File: src/rtl/mult_div_unit.sv
// mult_div_unit: iterative multiply/divide unit owning the HI/LO registers.
// MULT/MULTU use a 32-step shift-add multiplier and DIV/DIVU a restoring divider.
// Both work on operand magnitudes; a final FIX cycle applies the sign correction
// and writes HI/LO. MTHI/MTLO writes are honoured only while the unit is idle.
module mult_div_unit #(
    parameter int XLEN  = 32,
    parameter int CNT_W = 6
) (
    input  logic            clk,
    input  logic            reset,
    input  logic            start,
    input  logic [1:0]      op,
    input  logic [XLEN-1:0] operand_a,
    input  logic [XLEN-1:0] operand_b,
    input  logic            hi_we,
    input  logic            lo_we,
    input  logic [XLEN-1:0] wdata,
    output logic            busy,
    output logic            done,
    output logic            div_by_zero,
    output logic [XLEN-1:0] hi,
    output logic [XLEN-1:0] lo
);

    localparam int W2 = 2 * XLEN;

    typedef enum logic [1:0] {
        S_IDLE = 2'b00,
        S_ITER = 2'b01,
        S_FIX  = 2'b10
    } state_t;

    state_t            state_q;
    logic [CNT_W-1:0]  cnt_q;
    logic              is_div_q;
    logic              sign_a_q;
    logic              sign_b_q;
    logic              b_zero_q;
    // Multiplicand (MUL) or divisor (DIV) magnitude.
    logic [XLEN-1:0]   mag_q;
    // MUL: {partial product, multiplier}; DIV: {remainder, quotient}.
    logic [W2-1:0]     acc_q;
    logic [XLEN-1:0]   hi_q;
    logic [XLEN-1:0]   lo_q;
    logic              busy_q;
    logic              done_q;
    logic              dbz_q;

    // Operand preparation at launch.
    logic              signed_op;
    logic              sign_a_d;
    logic              sign_b_d;
    logic [XLEN-1:0]   lat_a_d;
    logic [XLEN-1:0]   lat_b_d;

    // One iteration step and the sign fix-up result.
    logic [XLEN:0]     mul_sum;
    logic [XLEN:0]     rem_sh;
    logic [XLEN-1:0]   rem_diff;
    logic              rem_ge;
    logic [W2-1:0]     acc_step_d;
    logic [W2-1:0]     prod_fix;
    logic [XLEN-1:0]   res_hi_d;
    logic [XLEN-1:0]   res_lo_d;

    // Launch-time operand magnitudes and signs (0x80000000 stays as unsigned 2^31).
    always_comb begin
        signed_op = ~op[0];
        sign_a_d  = signed_op & operand_a[XLEN-1];
        sign_b_d  = signed_op & operand_b[XLEN-1];
        if (sign_a_d) begin
            lat_a_d = -operand_a;
        end else begin
            lat_a_d = operand_a;
        end
        if (sign_b_d) begin
            lat_b_d = -operand_b;
        end else begin
            lat_b_d = operand_b;
        end
    end

    // Single shift-add or restoring-divide step on the shared accumulator.
    always_comb begin
        mul_sum    = {1'b0, acc_q[W2-1:XLEN]};
        rem_sh     = {acc_q[W2-1:XLEN], acc_q[XLEN-1]};
        rem_ge     = (rem_sh >= {1'b0, mag_q});
        rem_diff   = rem_sh[XLEN-1:0] - mag_q;
        acc_step_d = acc_q;
        if (is_div_q) begin
            if (rem_ge) begin
                acc_step_d = {rem_diff, acc_q[XLEN-2:0], 1'b1};
            end else begin
                acc_step_d = {rem_sh[XLEN-1:0], acc_q[XLEN-2:0], 1'b0};
            end
        end else begin
            if (acc_q[0]) begin
                mul_sum = {1'b0, acc_q[W2-1:XLEN]} + {1'b0, mag_q};
            end else begin
                mul_sum = {1'b0, acc_q[W2-1:XLEN]};
            end
            // Right shift with the carry of the add entering the MSB.
            acc_step_d = {mul_sum, acc_q[XLEN-1:1]};
        end
    end

    // Sign correction of the magnitude result for signed operations.
    always_comb begin
        prod_fix = acc_q;
        res_hi_d = acc_q[W2-1:XLEN];
        res_lo_d = acc_q[XLEN-1:0];
        if (is_div_q) begin
            if (sign_a_q ^ sign_b_q) begin
                res_lo_d = -acc_q[XLEN-1:0];
            end else begin
                res_lo_d = acc_q[XLEN-1:0];
            end
            if (sign_a_q) begin
                res_hi_d = -acc_q[W2-1:XLEN];
            end else begin
                res_hi_d = acc_q[W2-1:XLEN];
            end
        end else begin
            if (sign_a_q ^ sign_b_q) begin
                prod_fix = -acc_q;
            end else begin
                prod_fix = acc_q;
            end
            res_hi_d = prod_fix[W2-1:XLEN];
            res_lo_d = prod_fix[XLEN-1:0];
        end
    end

    // Control FSM, datapath registers and registered outputs.
    always_ff @(posedge clk or posedge reset) begin
        if (reset) begin
            state_q  <= S_IDLE;
            cnt_q    <= {CNT_W{1'b0}};
            is_div_q <= 1'b0;
            sign_a_q <= 1'b0;
            sign_b_q <= 1'b0;
            b_zero_q <= 1'b0;
            mag_q    <= {XLEN{1'b0}};
            acc_q    <= {W2{1'b0}};
            hi_q     <= {XLEN{1'b0}};
            lo_q     <= {XLEN{1'b0}};
            busy_q   <= 1'b0;
            done_q   <= 1'b0;
            dbz_q    <= 1'b0;
        end else begin
            done_q <= 1'b0;
            dbz_q  <= 1'b0;
            case (state_q)
                S_IDLE: begin
                    if (hi_we) begin
                        hi_q <= wdata;
                    end
                    if (lo_we) begin
                        lo_q <= wdata;
                    end
                    if (start) begin
                        is_div_q <= op[1];
                        sign_a_q <= sign_a_d;
                        sign_b_q <= sign_b_d;
                        b_zero_q <= (operand_b == {XLEN{1'b0}});
                        cnt_q    <= {CNT_W{1'b0}};
                        busy_q   <= 1'b1;
                        state_q  <= S_ITER;
                        if (op[1]) begin
                            mag_q <= lat_b_d;
                            acc_q <= {{XLEN{1'b0}}, lat_a_d};
                        end else begin
                            mag_q <= lat_a_d;
                            acc_q <= {{XLEN{1'b0}}, lat_b_d};
                        end
                    end
                end
                S_ITER: begin
                    acc_q <= acc_step_d;
                    if (cnt_q == CNT_W'(XLEN - 1)) begin
                        state_q <= S_FIX;
                    end else begin
                        cnt_q <= cnt_q + CNT_W'(1);
                    end
                end
                S_FIX: begin
                    hi_q    <= res_hi_d;
                    lo_q    <= res_lo_d;
                    busy_q  <= 1'b0;
                    done_q  <= 1'b1;
                    dbz_q   <= is_div_q & b_zero_q;
                    state_q <= S_IDLE;
                end
                default: begin
                    state_q <= S_IDLE;
                    busy_q  <= 1'b0;
                end
            endcase
        end
    end

    assign busy        = busy_q;
    assign done        = done_q;
    assign div_by_zero = dbz_q;
    assign hi          = hi_q;
    assign lo          = lo_q;

endmodule
File: config.mk
export PLATFORM = sky130hd
export DESIGN_NAME = mult_div_unit
export DESIGN_NICKNAME = d
export VERILOG_FILES = /design/src/rtl/mult_div_unit.sv
export SDC_FILE = /design/constraint.sdc
export NUM_CORES = 1
export LEC_CHECK = 0
export BUFFER_PORTS_ARGS = -buffer_cell sky130_fd_sc_hd__buf_2
export CORE_UTILIZATION = 45
export DETAILED_ROUTE_END_ITERATION = 10
export GPL_ROUTABILITY_DRIVEN = 0
export PLACE_DENSITY_LB_ADDON = 0.1
export REMOVE_ABC_BUFFERS = 1
export SLEW_MARGIN = 20
export SYNTH_ARGS = -nofsm -noshare
export SYNTH_HDL_FRONTEND = slang
export SYNTH_SLANG_ARGS = --single-unit
File: constraint.sdc
create_clock -name clk -period 7.8 [get_ports clk]
set_input_delay 2.34 -clock clk [delete_from_list [all_inputs] [get_ports clk]]
set_output_delay 2.34 -clock clk [all_outputs]
set_load 0.02 [all_outputs]
# ---- After elaboration in Yosys (flattened, before gate mapping)
# Cells that the tools add are included.
dict set report totals {
  regBits 175
  input_bits 103
  output_inout_bits 67
  elab_cells 75
}
dict set report op_classes {
  add_sub_neg 8
  order_cmp 1
  eq_ne 8
  muxes 28
  bitwise_logic 6
  reduce_logical 11
}
# cell count
set ops {}
lappend ops {{32-bit 2-to-1 mux} 10}
lappend ops {{64-bit 2-to-1 mux} 4}
lappend ops {{32-bit negation} 4}
lappend ops {{32-bit one-hot mux with 2 select lines} 2}
lappend ops {{64-bit one-hot mux with 2 select lines} 1}
lappend ops {{64-bit negation} 1}
lappend ops {{32-bit by 32-bit adder with 33-bit output} 1}
lappend ops {{33-bit by 32-bit >= comparator with 1-bit output} 1}
lappend ops {{33-bit 2-to-1 mux} 1}
lappend ops {{32-bit zero test} 1}
lappend ops {{32-bit subtractor} 1}
lappend ops {{6-bit 2-to-1 mux} 2}
lappend ops {{6-bit one-hot mux with 2 select lines} 1}
lappend ops {{2-bit AND reduction} 6}
lappend ops {{2-bit != test (second input constant)} 5}
lappend ops {{6-bit by 1-bit adder with 6-bit output (second input constant)} 1}
lappend ops {{6-bit by 5-bit equality test with 1-bit output (second input constant)} 1}
lappend ops {{2-bit 2-to-1 mux} 2}
lappend ops {{2-bit one-hot mux with 2 select lines} 1}
lappend ops {{2-bit nonzero test} 2}
lappend ops {{1-bit bitwise AND} 3}
lappend ops {{1-bit 2-to-1 mux} 3}
lappend ops {{3-bit AND reduction} 1}
lappend ops {{2-bit by 1-bit equality test with 1-bit output (second input constant)} 1}
lappend ops {{5 further kinds} 6}

# ---- Longest topological paths before layout
# Gate-level depths: netlist (run 1).
dict set report logic_depth {
  depth_word 6
  depth_mapped 14
  mapped_depth_nobuf 13
}

# ---- Worst setup path before layout (run 1)
# No wires, ideal clock.
dict set report synth_path {
  kind {input to register}
  start {input port operand_a[7]}
  end {register acc_q[25]}
  setup_time_ns 0.136
  arrival_ns 4.515
  required_ns 7.664
  slack_ns 3.149
  path_stages 9
  path_cell_list {or4_1 or4_1 nor3b_2 nand2_1 o31ai_1 xor2_1 a21oi_1 a21oi_1 o21ai_0}
}
dict set report synth_between {
  elab_chain_cells 5
}
# element line
set synth_rtl {}
lappend synth_rtl {{start: declaration} 13} ;# input logic [XLEN-1:0] operand_a,
lappend synth_rtl {{32-bit negation} 72} ;# lat_a_d = -operand_a;
lappend synth_rtl {{32-bit 2-to-1 mux} 71} ;# if (sign_a_d) begin
lappend synth_rtl {{32-bit 2-to-1 mux} 169} ;# if (op[1]) begin
lappend synth_rtl {{64-bit 2-to-1 mux} 161} ;# if (start) begin
lappend synth_rtl {{64-bit one-hot mux with 2 select lines} 153} ;# case (state_q)
lappend synth_rtl {{end signal: assignment} 171} ;# acc_q <= {{XLEN{1'b0}}, lat_a_d};
lappend synth_rtl {{end signal: assignment} 174} ;# acc_q <= {{XLEN{1'b0}}, lat_b_d};
lappend synth_rtl {{end signal: assignment} 179} ;# acc_q <= acc_step_d;
lappend synth_rtl {{end: declaration} 42} ;# logic [W2-1:0] acc_q;
# No other way between the ends. The select of a mux whose other input is x is not followed.
# A chain may end at the register's enable or synchronous reset.

# ---- Worst setup path after layout (run 1)
dict set report layout_path {
  start {input port operand_a[7]}
  end {register acc_q[27]}
}
# The elaborated chain is that of the path after synthesis.

==> PnR_summary.wiki, run 1 <==
{| class="wikitable"
! Metric !! Value
|-
| Run status || complete, no violations
|-
| Detailed Route WL || 53900 um
|-
| Core region area || about 33000 um^2
|-
| Peak per-stage delay on the critical path || 570 ps
|-
| Highest fanout seen on the critical path || 7
|-
| MaxCap Viol Count || 0
|-
| Cells traversed along the worst timing path || buf_2, or4_1, or4_1, nor3b_2, nand2_1, o21ai_0, xor2_1, a21oi_1, a21oi_1, o21ai_0
|-
| Half-perimeter wire length after placement || 40700 um
|-
| Fmax || 211 MHz
|-
| Number of detailed-route iterations in the first pass || 6
|-
| Clock Root Buffer || sky130_fd_sc_hd__clkbuf_16
|-
| Clock net sink count || about 180
|-
| Hold-fix buffers, CTS || 0
|-
| Worst hold path depth || 2
|-
| Synthesized cell area || 15200 um^2
|-
| Hold WC Path Type || reg2reg
|-
| Hold Fails Final Rpt || 0
|-
| Transition time at the pin with the least slew margin || 1130 ps
|-
| Final-stage net count || approximately 2300
|-
| Number of inserted diodes || 0
|-
| Placed Cells || about 2500
|-
| Sink of the worst hold path || lo[13]
|-
| Setup CP Type || in2reg
|-
| Vias per cell || 6.05
|-
| Post-route setup TNS || 0 ps
|-
| R2r endpoint || acc_q[35]
|-
| Worst supply voltage drop on vdd || between 300 and 400 uV
|-
| Portion of synthesized cell area occupied by the leading cell type || 28.8%
|-
| Buffers & Inverters on Critical Path || 1
|-
| # IOs || 170
|-
| Cells after Synth || 2008
|-
| Complex-gate fraction of the synthesized area || between 20% and 30%
|-
| Sw frac || 53.0%
|-
| Post-placement setup slack || 2660 ps
|-
| Remaining max-slew budget at the tightest pin || roughly 25%
|-
| Number of enable flip-flop cells after synthesis || 0
|-
| Minimum clock period || 4750 ps
|-
| Startpoint type of the worst setup path || input pin
|-
| #FFs+latches synth || 175
|-
| Most frequent cells in the layout || sky130_fd_sc_hd__nand2_1, sky130_fd_sc_hd__o21ai_0, sky130_fd_sc_hd__a21oi_1
|-
| Clock share of power || approximately a tenth
|-
| Final Hold Slack || 474 ps
|-
| Kind of cell adding the most delay to the critical path || simple AND/OR/NAND/NOR gates
|-
| Worst path arrival time || 5070 ps
|-
| Crit. End Element || flop
|-
| Synth async-reset ratio || 100%
|-
| Std cell rows || 67
|-
| Synth cell types || 73
|-
| CTS resizes || 0
|-
| Routed length per instance || 21.1 um
|-
| Syn avg cell area || 7.59 um^2
|-
| Initial standard-cell utilization of the core || 45.5%
|-
| Number of global-route vias before repair || around 15000
|-
| Growth of design area from synthesis to finish || 11.5%
|-
| Critical path data required time || roughly 8100 ps
|-
| Number of buffers on the longest clock path || 2
|-
| Area contributors post-synth || sky130_fd_sc_hd__dfrtp_1, sky130_fd_sc_hd__o21ai_0, sky130_fd_sc_hd__a21oi_1
|-
| Global-route wire length before repair || 83700 um
|-
| Maximum clock skew at final layout || roughly 15 ps
|-
| Commonest non-fill, non-tap cell in the layout || sky130_fd_sc_hd__nand2_1
|-
| PortBufs || 169
|-
| Source of the worst register-to-register timing path || acc_q[41]
|-
| Fraction of the mapped netlist area in simple logic gates || 19.2%
|-
| Post-Synth Adder-Cell Area || 5.93%
|-
| Register area share after synthesis || 28.8%
|-
| Area share of xor/xnor cells in the synthesized design || 9.83%
|-
| Area of the die || 34600 um^2
|-
| Congestion Overflow GR || 0
|-
| Share of power burned in combinational logic || 67.2%
|-
| Share of the clock period used by the worst path || between 60% and 70%
|-
| Startpoint of the lowest-slack hold path || lo[13]
|-
| Initial antenna violation count || 0
|-
| Clock tree from TritonCTS || built
|-
| Pin count of the biggest net entering global routing || approximately 70
|-
| Detailed router's first-iteration violation count || 1394
|-
| Number of nets with antenna violations after routing || 0
|-
| Leakage power || about 7.4 nW
|-
| RSZ-0062 raised after global routing || false
|-
| Sequential cell fraction of total power || 22.9%
|-
| Share of synthesized area spent on multiplexers || 4.45%
|-
| Synth Flop Type || sky130_fd_sc_hd__dfrtp_1
|-
| Clock-pin slew of the registers on the worst-case setup and hold paths || 70 ps
|-
| PwrDens || 537 nW/um^2
|-
| TritonCTS buffer count || 17
|-
| Final core area utilization || 50.8%
|-
| Vias after detailed routing || approximately 15000
|-
| Combinational family with the most area after synthesis || compound AO/OA/AOI/OAI gates
|-
| Share of post-route cells with drive strength above 1 || 12.4%
|-
| Fillers || 3373
|-
| Cell with the biggest individual delay on the critical path || sky130_fd_sc_hd__or4_1
|-
| Final number of max-transition violations || 0
|-
| Final cell count without fillers || ~2600
|-
| Total of endpoints with negative setup slack in the final report || 0
|-
| Power dissipated by switching net loads || 4.83 mW
|-
| Vertical die dimension || 186 um
|-
| Final worst setup slack || 3050 ps
|-
| Total of warnings raised by yosys || 0
|-
| Clock latency at the later pin of the worst-skew pair || 470 ps
|-
| Number of H-tree branching levels || 4
|-
| Minimum setup slack among reg-to-reg paths || roughly 3500 ps
|-
| DRC violations left || 0
|-
| Cell Int Power || 4.28 mW
|-
| Overall global routing resource usage || 32.0%
|-
| Worst reg-to-reg path cell count || 10
|-
| Postcts setup bufs || 0
|-
| Post-synthesis cell type with the largest combined area || sky130_fd_sc_hd__dfrtp_1
|-
| Horizontal die dimension || 186 um
|}
==> worst max-delay path by stage <==
stage	from	to	slack, ps	depth (start not counted)
after floorplan	start	mag_q[29]	180	3
after global placement	operand_a[7]	acc_q[26]	2630	10
after detailed placement	operand_a[7]	acc_q[26]	2660	10
after global routing	operand_b[13]	acc_q[27]	2820	10
after CTS	operand_b[13]	acc_q[27]	3150	10
final	operand_a[7]	acc_q[27]	3050	10
==> sequential cells by signal, summed over array words and instances, names as in the netlist <==
signal       flops
acc_q           64
b_zero_q         1
busy             1
cnt_q            6
div_by_zero      1
done             1
hi              32
is_div_q         1
lo              32
mag_q           32
sign_a_q         1
sign_b_q         1
state_q          2
==> metrics by stage <==
step                total power [mW]  area [um^2]
floorplan                       6.28        14700
global placement                8.04        16400
detailed placement              8.09        16400
CTS                             9.04        17000
global route                    9.88        17000
finish                          9.11        17000
==> per-layer routing <==
layer / vias to the layer above / track usage (%) / share of wire, %
met3: 91 / 3.85 / 6.3
met2: 584 / 52.5 / 46
met5: - / 0 / 0
met4: 0 / 11.5 / 3.0
li1: 7355 / - / -
met1: 7387 / 43.2 / 44
==> power by group through the flow <==
stage | logic [mW] | clock network (mW) | registers [mW]
2_1_floorplan | 4.25 | 0 | 2.03
3_3_place_gp | 5.98 | 0 | 2.07
3_5_place_dp | 6.02 | 0 | 2.07
4_1_cts | 6.06 | 0.914 | 2.06
5_1_grt | 6.80 | 0.950 | 2.13
6_report | 6.12 | 0.904 | 2.09
==> synth_stat cells, drive strengths merged (15+ instances only) <==
| cell | number |
|---|---|
| a31oi | 18 |
| nor4 | 18 |
| mux2i | 52 |
| clkbuf | 118 |
| or3 | 19 |
| inv | 69 |
| nand3 | 28 |
| nor2b | 16 |
| xnor2 | 92 |
| o211ai | 20 |
| a21oi | 217 |
| nand2 | 244 |
| o21ai | 236 |
| a21o | 38 |
| dfrtp | 175 |
| or4 | 15 |
| a211oi | 18 |
| nor3 | 40 |
| xor2 | 79 |
| o31ai | 28 |
| ha | 69 |
| and3 | 19 |
| nor2 | 187 |
==> worst reg2reg max path, stage by stage (launching register included) <==
cell                        delay [ps]
sky130_fd_sc_hd__dfrtp_1           590
sky130_fd_sc_hd__ha_1              490
sky130_fd_sc_hd__and3_1            360
sky130_fd_sc_hd__nand2_1           120
sky130_fd_sc_hd__a21oi_1           400
sky130_fd_sc_hd__o2111ai_1         280
sky130_fd_sc_hd__a31oi_1           600
sky130_fd_sc_hd__a21o_1            740
sky130_fd_sc_hd__mux2i_1           340
sky130_fd_sc_hd__a21oi_1           100
sky130_fd_sc_hd__a22o_1            210
==> final cells by class <==
class	count	area [um^2]	area share [%]
clock buffer	18	439	2.59
timing repair buffer	193	1030	6.06
multi-input combinational	1632	10100	59.7
sequential	175	4380	25.8
tap	448	561	3.30
inverter	70	268	1.58
clock inverter	14	168	0.987
==> logic make-up after synthesis <==
| family | count (synthesis) |
|---|---|
| xor+xnor | 171 |
| compound gates | 681 |
| flops | 175 |
| mux | 66 |
| fa+ha+maj | 71 |
| buf+inv | 201 |
| simple gates | 643 |
Note: power is estimated with default switching activity, not from simulation.
==> run 2, diff against run 1 <==
Clock period 7.8 ns to 4.8 ns, I/O delays scaled along.
==> PnR_summary.wiki, run 2 (synthesis results as in run 1) <==
{| class="wikitable"
! Metric !! Value
|-
| Core region area || 33400 um^2
|-
| Std cell rows || 67
|-
| Run status || complete, no violations
|-
| Clock share of power || roughly a tenth
|-
| Transition time at the pin with the least slew margin || 949 ps
|-
| Initial antenna violation count || 1
|-
| TritonCTS buffer count || 17
|-
| Final core area utilization || 51.2%
|-
| Hold WC Path Type || reg2reg
|-
| Final worst setup slack || 734 ps
|-
| Overall global routing resource usage || 31.4%
|-
| Power dissipated by switching net loads || approximately 8 mW
|-
| Final Hold Slack || 475 ps
|-
| Pin count of the biggest net entering global routing || 73
|-
| Most frequent cells in the layout || sky130_fd_sc_hd__nand2_1, sky130_fd_sc_hd__o21ai_0, sky130_fd_sc_hd__a21oi_1
|-
| Cells traversed along the worst timing path || ha_1, nand3_1, o21bai_1, a21oi_1, o2111ai_1, a31oi_1, a21o_1, o2111a_1, a211oi_1, o31ai_1
|-
| Routed length per instance || 20.8 um
|-
| Number of global-route vias before repair || 14154
|-
| Critical path data required time || 5150 ps
|-
| Clock latency at the later pin of the worst-skew pair || 460 ps
|-
| Number of buffers on the longest clock path || 2
|-
| Setup CP Type || reg2reg
|-
| DRC violations left || 0
|-
| Clock tree from TritonCTS || built
|-
| Fmax || 246 MHz
|-
| Hold-fix buffers, CTS || 0
|-
| Number of H-tree branching levels || 4
|-
| Fillers || 3299
|-
| Startpoint of the lowest-slack hold path || lo[24]
|-
| Global-route wire length before repair || slightly above 80000 um
|-
| Hold Fails Final Rpt || 0
|-
| Source of the worst register-to-register timing path || acc_q[33]
|-
| Startpoint type of the worst setup path || flop
|-
| Commonest non-fill, non-tap cell in the layout || sky130_fd_sc_hd__nand2_1
|-
| Share of post-route cells with drive strength above 1 || 13.0%
|-
| Peak per-stage delay on the critical path || 650 ps
|-
| Final-stage net count || 2280
|-
| MaxCap Viol Count || 0
|-
| Growth of design area from synthesis to finish || 12.4%
|-
| Sequential cell fraction of total power || a little over a fifth
|-
| Cell with the biggest individual delay on the critical path || sky130_fd_sc_hd__a21o_1
|-
| Half-perimeter wire length after placement || 41200 um
|-
| Leakage power || approximately 7.5 nW
|-
| Vias after detailed routing || 15313
|-
| CTS resizes || 0
|-
| Detailed router's first-iteration violation count || ~1500
|-
| Worst path arrival time || 4420 ps
|-
| Minimum setup slack among reg-to-reg paths || 730 ps
|-
| Crit. End Element || flop
|-
| Flip-flop count of the largest register, all copies and words added || 64
|-
| Vertical die dimension || 186 um
|-
| Congestion Overflow GR || 0
|-
| Horizontal die dimension || 186 um
|-
| Post-placement setup slack || 550 ps
|-
| # IOs || 170
|-
| PortBufs || 169
|-
| Total power draw || between 10 and 15 mW
|-
| Sink of the worst hold path || lo[24]
|-
| Reg with most FFs || acc_q
|-
| Worst hold path depth || 2
|-
| Vias per cell || 5.96
|-
| Clock net sink count || 175
|-
| Share of power burned in combinational logic || 68.7%
|-
| Sw frac || 52.9%
|-
| Initial standard-cell utilization of the core || 45.5%
|-
| Minimum clock period || 4070 ps
|-
| Clock-pin slew of the registers on the worst-case setup and hold paths || 80 ps
|-
| Remaining max-slew budget at the tightest pin || 36.7%
|-
| Share of the clock period used by the worst path || a little over four fifths
|-
| Worst reg-to-reg path cell count || 10
|-
| Number of nets with antenna violations after routing || 0
|-
| Number of detailed-route iterations in the first pass || 5
|-
| PwrDens || 866 nW/um^2
|-
| Buffers & Inverters on Critical Path || 0
|-
| Detailed Route WL || 53400 um
|-
| Cell Int Power || 6.99 mW
|-
| Maximum clock skew at final layout || roughly 13 ps
|-
| RSZ-0062 raised after global routing || false
|-
| Final number of max-transition violations || 0
|-
| Postcts setup bufs || 0
|-
| R2r endpoint || acc_q[59]
|-
| Highest fanout seen on the critical path || 12
|-
| Clock Root Buffer || sky130_fd_sc_hd__clkbuf_16
|-
| Kind of cell adding the most delay to the critical path || compound AO/OA/AOI/OAI gates
|-
| Total of endpoints with negative setup slack in the final report || 0
|-
| Area of the die || ~35000 um^2
|-
| Worst supply voltage drop on vdd || ~470 uV
|}
[run 2: cell types whose count changed in the layout (fill, tap and decap cells not counted), sizes merged]
cell,change
inv,+2
bufinv,-1
clkinv,-1
clkinvlp,-1
buf,+17
diode,+2
clkbuf,+1
[run 2: area by class of cell]
class                   instances  area [um^2]  share of cell area (%)
well taps                     448          561                    3.28
clock buffers                  19          443                    2.59
clock inverters                13          136                   0.797
inverters                      70          268                    1.56
diodes                          2         5.00                  0.0292
repair buffers                210         1180                    6.90
flip-flops and latches        175         4380                    25.6
multi-input cells            1632        10100                    59.2
[run 2: per-layer routing]
layer,up-vias,GRT usage [%],share of wire (%)
met5,-,0,0
met4,0,13.0,3.8
met3,106,4.89,7.0
met2,575,50.3,45
met1,7230,41.9,44
li1,7402,-,-
[run 2: stage by stage]
stage / TNS, ps / instances / area, um^2
after floorplan: -313850 / 1877 / 14700
after global placement: 0 / 2535 / 16500
after detailed placement: 0 / 2535 / 16500
after CTS: 0 / 2567 / 17100
after global routing: 0 / 2568 / 17100
final: 0 / 2569 / 17100
[run 2: power groups by stage]
stage               logic (mW)  clock network (mW)  registers [mW]
detailed placement        10.0                   0            3.22
global placement          9.95                   0            3.21
finish                    10.2                1.42            3.23
floorplan                 6.91                   0            3.31
CTS                       10.1                1.43            3.20
global route              11.3                1.49            3.31
[run 2: worst max path at each step]
stage	start	end	slack, ps	cells past startpoint
global placement	operand_a[7]	acc_q[26]	540	10
floorplan	start	mag_q[29]	-1920	3
finish	acc_q[33]	acc_q[59]	730	10
global route	acc_q[41]	acc_q[59]	420	10
detailed placement	operand_a[7]	acc_q[26]	550	10
CTS	acc_q[41]	acc_q[59]	810	10
[run 2: worst reg2reg max path, cell delays in order, from the launching register on]
cell and delay (ps):
sky130_fd_sc_hd__dfrtp_1 550, sky130_fd_sc_hd__ha_1 460, sky130_fd_sc_hd__nand3_1 190, sky130_fd_sc_hd__o21bai_1 280, sky130_fd_sc_hd__a21oi_1 410, sky130_fd_sc_hd__o2111ai_1 280
sky130_fd_sc_hd__a31oi_1 530, sky130_fd_sc_hd__a21o_1 650, sky130_fd_sc_hd__o2111a_1 310, sky130_fd_sc_hd__a211oi_1 60, sky130_fd_sc_hd__o31ai_1 250
==> run 3, diff against run 2 <==
Settings changed: ABC_AREA from default to 1.
Clock period 4.8 ns to 4.2 ns, I/O delays scaled along.
==> PnR_summary.wiki, run 3 <==
{| class="wikitable"
! Metric !! Value
|-
| Postcts setup bufs || 0
|-
| Worst supply voltage drop on vdd || 442 uV
|-
| Final non-filler cell area || about 20000 um^2
|-
| Total of endpoints with negative setup slack in the final report || 0
|-
| Most frequent cells in the layout || sky130_fd_sc_hd__nand2_1, sky130_fd_sc_hd__nor2_1, sky130_fd_sc_hd__inv_1
|-
| Leakage power || 10.2 nW
|-
| Clock tree from TritonCTS || built
|-
| Critical path data required time || 4600 ps
|-
| Clock-pin slew of the registers on the worst-case setup and hold paths || 70 ps
|-
| Number of H-tree branching levels || 4
|-
| Fmax || 328 MHz
|-
| Vertical die dimension || 205 um
|-
| Area of the die || 41900 um^2
|-
| Most frequently used cell type in the post-synthesis netlist || sky130_fd_sc_hd__nand2_1
|-
| Initial antenna violation count || 0
|-
| Minimum clock period || 3050 ps
|-
| Synth cell types || 44
|-
| Final-stage net count || 3477
|-
| Core region area || 40100 um^2
|-
| Hold-fix buffers, CTS || 0
|-
| Transition time at the pin with the least slew margin || 1080 ps
|-
| Total of warnings raised by yosys || 0
|-
| Post-synthesis cell type with the largest combined area || sky130_fd_sc_hd__dfrtp_1
|-
| Run status || complete, no violations
|-
| Final Hold Slack || 489 ps
|-
| Vias after detailed routing || 22369
|-
| Worst path arrival time || between 3000 and 4000 ps
|-
| Area contributors post-synth || sky130_fd_sc_hd__dfrtp_1, sky130_fd_sc_hd__nand2_1, sky130_fd_sc_hd__nand3_1
|-
| Detailed Route WL || 77300 um
|-
| # IOs || 170
|-
| DRC violations left || 0
|-
| Maximum clock skew at final layout || 27.2 ps
|-
| Clock net sink count || 175
|-
| PwrDens || roughly 570 nW/um^2
|-
| TritonCTS buffer count || 17
|-
| Number of nets with antenna violations after routing || 0
|-
| Synthesized cell area || ~18000 um^2
|-
| Clock Root Buffer || sky130_fd_sc_hd__clkbuf_16
|-
| Number of enable flip-flop cells after synthesis || 0
|-
| Number of global-route vias before repair || 20212
|-
| Overall global routing resource usage || between 30% and 40%
|-
| Syn avg cell area || between 5 and 6 um^2
|-
| Number of buffers on the longest clock path || 2
|-
| Flip-flop count of the largest register, all copies and words added || 64
|-
| Hold Fails Final Rpt || 0
|-
| Initial standard-cell utilization of the core || between 40% and 50%
|-
| Commonest non-fill, non-tap cell in the layout || sky130_fd_sc_hd__nand2_1
|-
| Final cell count without fillers || 3841
|-
| Remaining max-slew budget at the tightest pin || between 20% and 30%
|-
| Global-route wire length before repair || 117000 um
|-
| Synth Flop Type || sky130_fd_sc_hd__dfrtp_1
|-
| Clock latency at the later pin of the worst-skew pair || approximately 480 ps
|-
| Ranking of synthesized cells by instance count || sky130_fd_sc_hd__nand2_1, sky130_fd_sc_hd__nor2_1, sky130_fd_sc_hd__inv_1
|-
| Crit. End Element || flop
|-
| Portion of synthesized cell area occupied by the leading cell type || 23.7%
|-
| Std cell rows || between 70 and 80
|-
| Fillers || 4170
|-
| Half-perimeter wire length after placement || 60700 um
|-
| Placed Cells || 3809
|-
| Number of inserted diodes || 0
|-
| Hold WC Path Type || reg2reg
|-
| Cells after Synth || ~3200
|-
| Vias per cell || 5.82
|-
| Total power draw || 11.6 mW
|-
| PortBufs || 169
|-
| Setup CP Type || reg2reg
|-
| Final number of max-transition violations || 0
|-
| Synth async-reset ratio || 100%
|-
| Final core area utilization || approximately half
|-
| Congestion Overflow GR || 0
|-
| Reg with most FFs || acc_q
|-
| RSZ-0062 raised after global routing || false
|-
| CTS resizes || 0
|-
| Startpoint type of the worst setup path || flop
|-
| MaxCap Viol Count || 0
|-
| Pin count of the biggest net entering global routing || between 100 and 150
|-
| Register area share after synthesis || 23.7%
|-
| Instance area at placement || 19800 um^2
|-
| Growth of design area from synthesis to finish || 10.7%
|-
| Highest fanout seen on the critical path || 9
|-
| Routed length per instance || 20.1 um
|-
| Detailed router's first-iteration violation count || 2878
|-
| Share of the clock period used by the worst path || 72.6%
|-
| Number of detailed-route iterations in the first pass || 6
|-
| Share of post-route cells with drive strength above 1 || 9.65%
|-
| #FFs+latches synth || 175
|-
| Horizontal die dimension || 205 um
|}
==> run 3: cell count changes in the layout (fill, tap and decap cells not counted), moves of 52 or more <==
cell	before	now
sky130_fd_sc_hd__nand3_1	28	327
sky130_fd_sc_hd__xnor2_1	92	11
sky130_fd_sc_hd__nand2_1	244	964
sky130_fd_sc_hd__o21ai_0	220	125
sky130_fd_sc_hd__nor2_1	185	397
sky130_fd_sc_hd__inv_1	67	388
sky130_fd_sc_hd__mux2i_1	52	0
==> run 3: kinds of logic (layout without fill, tap and decap cells) <==
family                     after synthesis  after routing  share of synthesized area (%)
and+or+nand+nor                       1848           1848                           42.5
AOI/OAI and AO/OA                      531            531                           15.8
buffers and inverters                  518            643                           10.9
DFF                                    175            175                           23.7
adders and majority gates               71             71                           4.89
xor gates and xnor gates                48             48                           2.27
==> run 3: worst paths after layout <==
path,slack (ps),cells past startpoint,from,endpoint
max in group asynchronous,2470,3,reset,acc_q[6]
worst max register to register,1150,16,acc_q[32],acc_q[63]
worst min-delay path,490,2,busy,busy
min in group asynchronous,890,2,reset,hi[12]
worst min register to register,490,2,busy,busy
worst max-delay path,1150,16,acc_q[32],acc_q[63]
==> run 3: per-stage QoR <==
step	TNS, ps	worst slack [ps]
2_1_floorplan	-339810	-1810
3_3_place_gp	0	1030
3_5_place_dp	0	1020
4_1_cts	0	1210
5_1_grt	0	977
6_report	0	1150
==> run 3: critical path: stages, from the launching register on <==
cell	delay, ps
sky130_fd_sc_hd__dfrtp_1	600
sky130_fd_sc_hd__ha_1	250
sky130_fd_sc_hd__inv_1	60
sky130_fd_sc_hd__fa_1	450
sky130_fd_sc_hd__inv_1	160
sky130_fd_sc_hd__nand3_1	80
sky130_fd_sc_hd__nand3_1	200
sky130_fd_sc_hd__nand2_1	80
sky130_fd_sc_hd__nand2_1	160
sky130_fd_sc_hd__inv_1	70
sky130_fd_sc_hd__nor2_1	80
sky130_fd_sc_hd__nor2_1	70
sky130_fd_sc_hd__o21ai_0	280
sky130_fd_sc_hd__nand2_1	150
sky130_fd_sc_hd__a21oi_1	160
sky130_fd_sc_hd__nand2_1	80
sky130_fd_sc_hd__nand2_1	60
==> run 3: cell type report <==
| type | instances | area (um^2) | share of cell area [%] |
|---|---|---|---|
| Multi-Input combinational cell | 2498 | 12100 | 59.3 |
| Sequential cell | 175 | 4380 | 21.4 |
| Inverter | 405 | 1530 | 7.47 |
| Timing Repair Buffer | 206 | 1150 | 5.61 |
| Tap cell | 525 | 657 | 3.21 |
| Clock buffer | 19 | 443 | 2.17 |
| Clock inverter | 13 | 173 | 0.844 |
==> run 3: where the power goes <==
group	switching [mW]	internal, mW	total, mW	leakage [nW]
Clock	0.798	0.967	1.77	0.305
Sequential	0.791	2.04	2.83	2.04
Combinational	4.81	2.24	7.05	7.84
Total	6.40	5.24	11.6	10.2
==> run 3: layer usage <==
layer	up-vias	wire length (um)	global-route usage [%]
met5	-	0	0
met4	0	3670	16.6
met3	193	8680	8.51
met2	1260	32500	54.5
met1	10328	32400	49.8
li1	10588	-	-
